==> src/rtl/ddr_port_arbiter.sv <==
// Shares one DDR controller port between NUM_PORTS requesters, one transaction in flight at a time.
// Latency: accept -> mem strobe +2 cycles; mem_ready -> resp_valid +1 cycle (min 4 cycles/txn).
// Backpressure: req_ready only in IDLE; requesters hold req_valid until accepted, nothing is buffered.
module ddr_port_arbiter #(
    parameter int NUM_PORTS  = 2,
    parameter int ADDR_W     = 32,
    parameter int DATA_W     = 32,
    parameter int TIMEOUT    = 255,
    parameter int FIXED_PRIO = 0
) (
    input  logic                          clk,
    input  logic                          reset,
    input  logic [NUM_PORTS-1:0]          req_valid,
    input  logic [NUM_PORTS-1:0]          req_we,
    input  logic [NUM_PORTS*ADDR_W-1:0]   req_addr,
    input  logic [NUM_PORTS*DATA_W-1:0]   req_wdata,
    output logic [NUM_PORTS-1:0]          req_ready,
    output logic [NUM_PORTS-1:0]          resp_valid,
    output logic                          resp_err,
    output logic [DATA_W-1:0]             resp_rdata,
    output logic [ADDR_W-1:0]             mem_addr,
    output logic [DATA_W-1:0]             mem_wdata,
    output logic                          mem_re,
    output logic                          mem_we,
    input  logic [DATA_W-1:0]             mem_rdata,
    input  logic                          mem_ready,
    output logic                          busy,
    output logic [$clog2(NUM_PORTS)-1:0]  grant_id
);

    localparam int GW = $clog2(NUM_PORTS);
    // Last WAIT count value before the error completion fires.
    localparam logic [15:0] TMO_LAST = 16'(TIMEOUT - 1);

    typedef enum logic [1:0] {S_IDLE, S_SETUP, S_ISSUE, S_WAIT} state_t;

    typedef struct packed {
        logic              we;
        logic [ADDR_W-1:0] addr;
        logic [DATA_W-1:0] wdata;
    } req_t;

    state_t               state_q, state_d;
    req_t                 cur_q, win_req;
    logic [GW-1:0]        last_q, grant_q, win_idx;
    logic                 win_found;
    logic [15:0]          tmo_cnt_q;
    logic                 done_ok, done_tmo;
    logic [NUM_PORTS-1:0] grant_onehot;
    int                   cand;

    // Winner selection: rotate from the port after the last winner, or lowest index in fixed mode.
    always_comb begin
        win_found = 1'b0;
        win_idx   = '0;
        cand      = 0;
        if (FIXED_PRIO != 0) begin
            for (int i = NUM_PORTS - 1; i >= 0; i--) begin
                if (req_valid[i]) begin
                    win_found = 1'b1;
                    win_idx   = GW'(i);
                end
            end
        end else begin
            // Walk offsets from farthest to nearest so the nearest valid port is assigned last.
            for (int k = NUM_PORTS; k >= 1; k--) begin
                cand = int'(last_q) + k;
                if (cand >= NUM_PORTS) begin
                    cand = cand - NUM_PORTS;
                end
                if (req_valid[cand]) begin
                    win_found = 1'b1;
                    win_idx   = GW'(cand);
                end
            end
        end
    end

    // Pick the winning port's request fields out of the packed input buses.
    always_comb begin
        win_req = '0;
        for (int p = 0; p < NUM_PORTS; p++) begin
            if (GW'(p) == win_idx) begin
                win_req.we    = req_we[p];
                win_req.addr  = req_addr[p*ADDR_W +: ADDR_W];
                win_req.wdata = req_wdata[p*DATA_W +: DATA_W];
            end
        end
    end

    // A WAIT cycle ends either on controller completion or on the final unanswered count.
    assign done_ok  = (state_q == S_WAIT) && mem_ready;
    assign done_tmo = (state_q == S_WAIT) && !mem_ready && (tmo_cnt_q == TMO_LAST);

    // State register.
    always_ff @(posedge clk or posedge reset) begin
        if (reset) begin
            state_q <= S_IDLE;
        end else begin
            state_q <= state_d;
        end
    end

    // Next-state: fixed setup/issue sequence, WAIT exits on completion or timeout.
    always_comb begin
        state_d = state_q;
        case (state_q)
            S_IDLE:  if (win_found) state_d = S_SETUP;
            S_SETUP: state_d = S_ISSUE;
            S_ISSUE: state_d = S_WAIT;
            S_WAIT:  if (done_ok || done_tmo) state_d = S_IDLE;
            default: state_d = S_IDLE;
        endcase
    end

    // FSM outputs: accept only in IDLE, single-cycle strobe only in ISSUE.
    always_comb begin
        req_ready = '0;
        mem_re    = 1'b0;
        mem_we    = 1'b0;
        busy      = (state_q != S_IDLE);
        case (state_q)
            S_IDLE: begin
                if (win_found) begin
                    req_ready[win_idx] = 1'b1;
                end
            end
            S_ISSUE: begin
                mem_re = ~cur_q.we;
                mem_we = cur_q.we;
            end
            default: ;
        endcase
    end

    // Latch the accepted request; it drives the controller unchanged until the next accept.
    always_ff @(posedge clk or posedge reset) begin
        if (reset) begin
            cur_q   <= '0;
            grant_q <= '0;
            last_q  <= GW'(NUM_PORTS - 1);
        end else if (state_q == S_IDLE && win_found) begin
            cur_q   <= win_req;
            grant_q <= win_idx;
            last_q  <= win_idx;
        end
    end

    // Saturating WAIT-cycle counter, restarted on every issue.
    always_ff @(posedge clk or posedge reset) begin
        if (reset) begin
            tmo_cnt_q <= '0;
        end else if (state_q == S_ISSUE) begin
            tmo_cnt_q <= '0;
        end else if (state_q == S_WAIT && tmo_cnt_q != 16'hFFFF) begin
            tmo_cnt_q <= tmo_cnt_q + 16'd1;
        end
    end

    assign grant_onehot = NUM_PORTS'(1) << grant_q;

    // Response pulse to the winner; read data held until the next completion.
    always_ff @(posedge clk or posedge reset) begin
        if (reset) begin
            resp_valid <= '0;
            resp_err   <= 1'b0;
            resp_rdata <= '0;
        end else begin
            resp_valid <= '0;
            resp_err   <= 1'b0;
            if (done_ok) begin
                resp_valid <= grant_onehot;
                resp_rdata <= cur_q.we ? '0 : mem_rdata;
            end else if (done_tmo) begin
                resp_valid <= grant_onehot;
                resp_err   <= 1'b1;
                resp_rdata <= '0;
            end
        end
    end

    assign mem_addr  = cur_q.addr;
    assign mem_wdata = cur_q.wdata;
    assign grant_id  = grant_q;

endmodule
==> config.mk <==
export PLATFORM = sky130hd
export DESIGN_NAME = ddr_port_arbiter
export DESIGN_NICKNAME = d
export VERILOG_FILES = /design/src/rtl/ddr_port_arbiter.sv
export SDC_FILE = /design/constraint.sdc
export NUM_CORES = 1
export LEC_CHECK = 0
export ABC_CLOCK_PERIOD_IN_PS = 4350
export CORE_MARGIN = 5
export CORE_UTILIZATION = 32
export DETAILED_ROUTE_END_ITERATION = 16
export PLACE_DENSITY_LB_ADDON = 0.3
export SKIP_LAST_GASP = 1
export SLEW_MARGIN = 5
export SYNTH_ARGS = -nofsm -noshare
export SYNTH_HDL_FRONTEND = slang
export SYNTH_SLANG_ARGS = --single-unit
==> constraint.sdc <==
create_clock -name clk -period 4.35 [get_ports clk]
set_input_delay 0.87 -clock clk [delete_from_list [all_inputs] [get_ports clk]]
set_output_delay 0.87 -clock clk [all_outputs]
set_load 0.01 [all_outputs]
# Word level (Yosys, flattened, before mapping)
# Index checks and enable logic that the tools add are counted.
# op_classes
n_eq_ne,7
n_mux,31
order_cmp,6
reduce_logical,13
n_addsub,5
shifts,1
bitwise_logic,1
# op_table
cell,count
two-way mux 32 bit,5
two-way mux 65 bit,1
less-than comparator 32 x 3 -> 1 bit (second input constant),2
two-way mux 16 bit,2
adder 16 x 1 -> 16 bit (second input constant),1
equality test 16 x 8 -> 1 bit (second input constant),1
!= test 16 bit (second input constant),1
two-way mux 1 bit,15
two-way mux 2 bit,6
case mux 2 bit (4 select lines),1
logical AND 1 bit,6
nonzero test 2 bit,3
equality test 2 bit (second input constant),2
subtractor 3 x 2 -> 4 bit (second input constant),1
adder 1 x 2 -> 3 bit (second input constant),1
greater-or-equal comparator 3 x 2 -> 1 bit (second input constant),1
subtractor 2 x 2 -> 3 bit (second input constant),1
adder 1 x 1 -> 2 bit (second input constant),1
equality test 2 x 1 -> 1 bit (second input constant),1
greater-or-equal comparator 2 bit (second input constant),1
logical NOT 2 bit,1
less-than comparator 1 x 2 -> 1 bit (second input constant),1
!= test 2 x 1 -> 1 bit (second input constant),1
!= test 2 bit (second input constant),1
7 further kinds,7
# totals
input_bits,167
ff_bits,120
out_inout_bits,105
wordCells,74

# Logic depth before layout (Yosys ltp)
# Gate-level depths: netlist (run 1).
# logic_depth
ltp_word,14
depth_mapped,8
mapped_depth_nobuf,6

# Worst setup path before layout (run 1)
# No wires, ideal clock.
# synth_timing
path_type,input to output
start,input port req_valid[1]
end,output port req_ready[1]
arrival_time_ns,1.736
n_path_buf,3
stages,5
slack_ns,1.744
required_time_ns,3.480
path_cell_list,a21boi_1 -> buf_2 -> and2_1 -> clkbuf_1 -> buf_2
# synth_between
elab_chain_cells,11
word_cells_on_any_way,17
cone_classes,order compare (2); mux (14); reduce/logical (1)
# synth_lines
element,line_no,rtl
"start, declared",13,"input logic [NUM_PORTS-1:0] req_valid,"
two-way mux 1 bit (not written as such) (3 in series),71,if (req_valid[cand]) begin
two-way mux 1 bit (2 in series),71,
less-than comparator 1 x 2 -> 1 bit (not written as such) / greater-or-equal comparator 1 bit (equally long branches),125,req_ready[win_idx] = 1'b1;
logical AND 1 bit (not written as such),125,
two-way mux 1 bit (not written as such),125,
demux 1 bit (select 1 bit),125,
two-way mux 2 bit (*),124,if (win_found) begin
two-way mux 2 bit (*),122,case (state_q)
"end, declared",17,"output logic [NUM_PORTS-1:0] req_ready,"
# Every way passes the cells marked *; elsewhere a longest branch is shown, timed or not. The select of a mux whose other input is x is not followed.

# Worst setup path after layout (run 1)
# Ends and elaborated chain as after synthesis.

==> results.yml, run 1 <==
outcome:
  status: "finished, final reports clean"
logic_synthesis:
  synth_area_sq_mm: 0.00575
  synth.area.mux_share: 0.0788
  synthFlopType: "dfrtp_1"
  ys_ff_latch: 120
  avgSynthCellArea_sq_um: 10.9
  synthCells: 528
  yosysWarnings: 0
  ys_async_sr_fraction: 1.00
  syn_nets: 700
  synth_top_family_by_area: "compound AO/OA/AOI/OAI gates"
  synthXorXnorAreaFrac: 0
  synth_edf_count: 0
  yosysSeqAreaShare: 0.523
  synthAdderAreaFrac: 0.0109
  ys_types: 43
  yosys.area_share.simple: 0.0875
  synth_compound_area_frac: 0.164
place:
  placed_area_sq_mm: 0.00822
  dpl.hpwl_microns: 12100
  portBuffers: 271
  place.gp.congestion: 0.781
  dp_cells: 939
power:
  ir_worst_vdd_mv: 0.318
  power_mw: 5.49
  cellPowerDensity_mw_per_mm2: 625
  pwr-share-clk: 0.240
  p_leak_nw: 3.88
  combPwrFrac: 0.427
  swShare: 0.328
  switching_power_mw: 1.80
  seq_power_share: 0.333
  p_int_mw: 3.69
grt:
  grt_pass1_wl_microns: 24900
  antenna_found_initial: 0
  grt_max_degree: 102
  grt_pass1_vias: 4806
  grt-ovfl-total: 0
  grt_usage: 0.152
critical_path:
  critPathLaunchType: "primary input"
  end_kind: "output port"
  critical_path_class: "in -> out"
  crit_required_ns: 3.48
  worstPathMaxFanout: 4
  cp.arrival_ns: 2.42
clocking:
  hold_buffers: 0
  clk_pin_slew_ns: 0.05
  cts_buffers: 17
  cts.sinks: 120
  cts_tree: "yes"
  post-cts-setup-buffers: 0
  cts_resized: 0
  cts_root_buf: "clkbuf_16"
  h-tree-depth: 4
  clockBufferDepth: 2
  clock_latency_ns: 0.41
timing:
  worstMarginPinSlew_ns: 1.09
  min_period_ns: 3.29
  rsz0062_at_grt: "no"
  final_hold_viol_count: 0
  setup_violations: 0
  period_share: 0.756
  slew_violations: 0
  fmax_mhz: 304
  tns_ns: 0
  slew_headroom: 0.276
  finalHoldWorstSlack_ns: 0.474
  clock_skew_ns: 0.00823
cells_and_area:
  multi_input_area_sq_mm: 0.00199
  fillers: 1581
  n_antenna_cell: 0
  final_common_cell: "clkdlybuf4s50_1"
  nets: 901
  ff_latch_area_sq_mm: 0.00300
  fin_area_sq_mm: 0.00878
  final_cell_count_no_fill: 971
  mostFrequentLayoutCells: "271 x clkdlybuf4s50_1, 119 x dfrtp_1, 39 x inv_1"
  syn_to_final_growth_pct: 52.8
  final_layout_size_suffix_gt1_frac: 0.0714
min_path:
  min_path_type: "reg -> reg"
floorplan:
  fp.coreArea_sq_mm: 0.0178
  fp-row-count: 49
  die_x_microns: 144
  initial_core_util: 0.322
  pin_count: 272
  die_h_microns: 144
  die_area_sq_mm: 0.0207
route:
  viasPerCell: 4.81
  wire_per_inst_microns: 17.0
  antenna_left: 0
  drtPass1Iterations: 6
  drc: 0
  drt-initial-drc-count: 306
  num_vias: 4673
  routed_wl_microns: 16500
flow_run:
  drv_cap: 0
-- cell usage after synthesis, types with 3 or more instances --
cell type    n  area [sq um]
buf_4       65           488
o21ai_0     34           170
nand4_1      4          25.0
dfrtp_1    119          2980
buf_2       13          65.1
o31ai_1      3          22.5
mux2i_1     34           340
a22o_1      32           280
nor2b_1      9          56.3
and4_1       4          35.0
nor3b_1      3          22.5
ha_1         5          62.6
mux2_1       6          67.6
nor3_1       3          15.0
mux2_2       4          45.0
or4_1        4          30.0
nand3_1      4          20.0
a222oi_1    31           310
nor2_1      15          56.3
nand2_1     38           143
a21oi_1     11          55.1
clkbuf_1    20          75.1
inv_1       40           150
-- kinds of logic after synthesis --
| family | after synthesis |
|---|---|
| mux | 44 |
| buf+inv | 139 |
| flops | 120 |
| fa+ha+maj | 5 |
| compound gates | 124 |
| simple gates | 96 |
-- layer usage --
layer / vias to the layer above / routed length [microns] / GRT usage
met5: - / 0 / 0
met4: 0 / 234 / 0.0471
met3: 17 / 1410 / 0.0546
met2: 187 / 8390 / 0.265
met1: 2235 / 6500 / 0.176
li1: 2234 / - / -
-- sequential cells by signal, summed over array words and instances (netlist names) --
register / cells
last_q: 1
resp_rdata: 32
resp_err: 1
mem_wdata: 32
resp_valid: 2
mem_addr: 32
grant_id: 1
cur_q: 1
tmo_cnt_q: 16
state_q: 2
-- worst paths after layout --
check / end / slack, ns / startpoint / depth (start not counted)
max: req_ready[1] / 1.06 / req_valid[1] / 4
min: mem_wdata[31] / 0.47 / mem_wdata[31] / 2
max reg2reg: tmo_cnt_q[9] / 2.33 / tmo_cnt_q[12] / 4
min reg2reg: mem_wdata[31] / 0.47 / mem_wdata[31] / 2
max in group asynchronous: mem_addr[8] / 2.40 / reset / 3
min in group asynchronous: resp_rdata[30] / 1.08 / reset / 2
-- power groups by stage --
| stage | registers, mW | clock network, mW | logic, mW |
|---|---|---|---|
| after floorplan | 1.84 | 0 | 1.46 |
| after global placement | 1.83 | 0 | 2.33 |
| after detailed placement | 1.84 | 0 | 2.38 |
| after CTS | 1.83 | 1.36 | 2.39 |
| after global routing | 1.89 | 1.41 | 2.55 |
| final | 1.83 | 1.32 | 2.34 |
-- cell type report --
| class | instances | share of cell area |
|---|---|---|
| sequential | 120 | 0.342 |
| timing repair buffer | 281 | 0.317 |
| multi-input combinational | 269 | 0.227 |
| clock buffer | 21 | 0.0524 |
| tap | 229 | 0.0326 |
| inverter | 40 | 0.0174 |
| clock inverter | 11 | 0.0113 |
-- per-stage QoR --
stage               setup slack (ns)   util
floorplan                      0.296      -
global placement                1.04  0.461
detailed placement              1.05  0.461
CTS                             1.05  0.492
global route                   0.993  0.492
finish                          1.06  0.492
-- critical path, cell delays in order --
cell and delay [ns]:
clkdlybuf4s50_1 0.56, a21boi_4 0.24, and2_1 0.16, clkdlybuf4s50_1 0.58
No activity file was read; power rests on OpenSTA's default activity.
==> run 2, diff against run 1 <==
--- a/config.mk
+++ b/config.mk
@@ -5,7 +5,7 @@
 export SDC_FILE = /design/constraint.sdc
 export NUM_CORES = 1
 export LEC_CHECK = 0
-export ABC_CLOCK_PERIOD_IN_PS = 4350
+export ABC_CLOCK_PERIOD_IN_PS = 3000
 export CORE_MARGIN = 5
 export CORE_UTILIZATION = 32
 export DETAILED_ROUTE_END_ITERATION = 16
==> constraint.sdc (replaced) <==
create_clock -name clk -period 3 [get_ports clk]
set_input_delay 0.6 -clock clk [delete_from_list [all_inputs] [get_ports clk]]
set_output_delay 0.6 -clock clk [all_outputs]
set_load 0.01 [all_outputs]
==> results.yml, run 2 (same netlist as run 1, synthesis figures left out) <==
outcome:
  status: "finished, final reports clean"
grt:
  grt_pass1_vias: 4748
  grt_pass1_wl_microns: 25200
  grt-ovfl-total: 0
  grt_max_degree: 121
  grt_usage: 0.155
  antenna_found_initial: 0
floorplan:
  die_area_sq_mm: 0.0207
  die_h_microns: 144
  pin_count: 272
  die_x_microns: 144
  initial_core_util: 0.322
  fp-row-count: 49
  fp.coreArea_sq_mm: 0.0178
clocking:
  clock_latency_ns: 0.42
  cts_resized: 0
  hold_buffers: 0
  h-tree-depth: 4
  clk_pin_slew_ns: 0.06
  cts_tree: "yes"
  cts.sinks: 120
  post-cts-setup-buffers: 0
  clockBufferDepth: 2
  cts_root_buf: "clkbuf_16"
  cts_buffers: 17
critical_path:
  crit_chain: "clkdlybuf4s50_1 -> a21boi_4 -> and2_1 -> clkdlybuf4s50_1"
  cp_common_cell: "clkdlybuf4s50_1"
  reg2reg_setup_slack_ns: 0.95
  worstPathMaxFanout: 5
  slowest_stage: "clkdlybuf4s50_1"
  end_kind: "output port"
  critical_path_class: "in -> out"
  cp.arrival_ns: 2.23
  critPathLaunchType: "primary input"
  reg2reg_depth: 6
  slowest_delay_ns: 0.57
  crit_required_ns: 2.40
cells_and_area:
  final_common_cell: "clkdlybuf4s50_1"
  ff_latch_area_sq_mm: 0.00300
  nets: 901
  multi_input_area_sq_mm: 0.00199
  final_core_util: 0.495
  mostFrequentLayoutCells: "271 x clkdlybuf4s50_1, 119 x dfrtp_1, 39 x inv_1"
  final_layout_size_suffix_gt1_frac: 0.0741
  fillers: 1569
  fin_area_sq_mm: 0.00884
  syn_to_final_growth_pct: 53.8
  n_antenna_cell: 0
  final_cell_count_no_fill: 971
route:
  num_vias: 4706
  routed_wl_microns: 16800
  viasPerCell: 4.85
  drc: 0
  drtPass1Iterations: 8
  wire_per_inst_microns: 17.3
  antenna_left: 0
  drt-initial-drc-count: 347
place:
  pre_cts_ws_ns: 0.148
  placed_area_sq_mm: 0.00824
  place.gp.congestion: 0.793
  dp_cells: 939
  dpl.hpwl_microns: 12100
  portBuffers: 271
timing:
  rsz0062_at_grt: "no"
  final_hold_viol_count: 0
  slew_violations: 0
  setup_violations: 0
  fmax_mhz: 353
  finalHoldWorstSlack_ns: 0.473
  final_critical_path_setup_slack_ns: 0.169
  clock_skew_ns: 0.00976
  period_share: 0.944
  worstMarginPinSlew_ns: 0.946
  slew_headroom: 0.369
  tns_ns: 0
  min_period_ns: 2.83
power:
  cellPowerDensity_mw_per_mm2: 920
  power_mw: 8.13
  ir_worst_vdd_mv: 0.458
  p_leak_nw: 3.91
flow_run:
  drv_cap: 0
min_path:
  min_path_type: "reg -> reg"
  min_path_cells: 2
run 2: cell types whose count changed in the layout (fill, tap and decap cells not counted), sizes merged:
cell	previous run	this run
bufinv	1	2
clkinv	6	2
clkinvlp	3	2
clkbuf	21	17
inv	41	49
run 2: where the power goes:
| part | internal [mW] | leakage [nW] | switching [mW] |
|---|---|---|---|
| Clock | 1.26 | 0.296 | 0.822 |
| Combinational | 1.89 | 2.09 | 1.51 |
| Sequential | 2.28 | 1.52 | 0.370 |
| Total | 5.43 | 3.91 | 2.70 |
run 2: final cells by class:
cell class                      instances  share of cell area
Inverter                               40              0.0174
Timing Repair Buffer                  281               0.317
Clock buffer                           17              0.0481
Multi-Input combinational cell        269               0.225
Sequential cell                       120               0.340
Clock inverter                         15              0.0200
Tap cell                              229              0.0324
run 2: worst paths after layout:
kind,startpoint,endpoint
worst min-delay path,mem_wdata[1],mem_wdata[1]
worst max register to register,state_q[0],mem_wdata[27]
worst min register to register,mem_wdata[1],mem_wdata[1]
min in group asynchronous,reset,state_q[1]
max in group asynchronous,reset,tmo_cnt_q[13]
worst max-delay path,req_valid[1],req_ready[1]
run 2: worst max-delay path: cells and delay by family:
family                 cells  cell delay, ns
AOI/OAI and AO/OA          1            0.32
and+or+nand+nor            1            0.18
buffers and inverters      2            1.12
run 2: routing by layer:
layer / track usage / vias to the layer above / part of all wire
met2: 0.255 / 188 / 0.50
met1: 0.192 / 2252 / 0.40
li1: - / 2241 / -
met5: 0 / - / 0
met4: 0.0545 / 0 / 0.021
met3: 0.0496 / 25 / 0.084
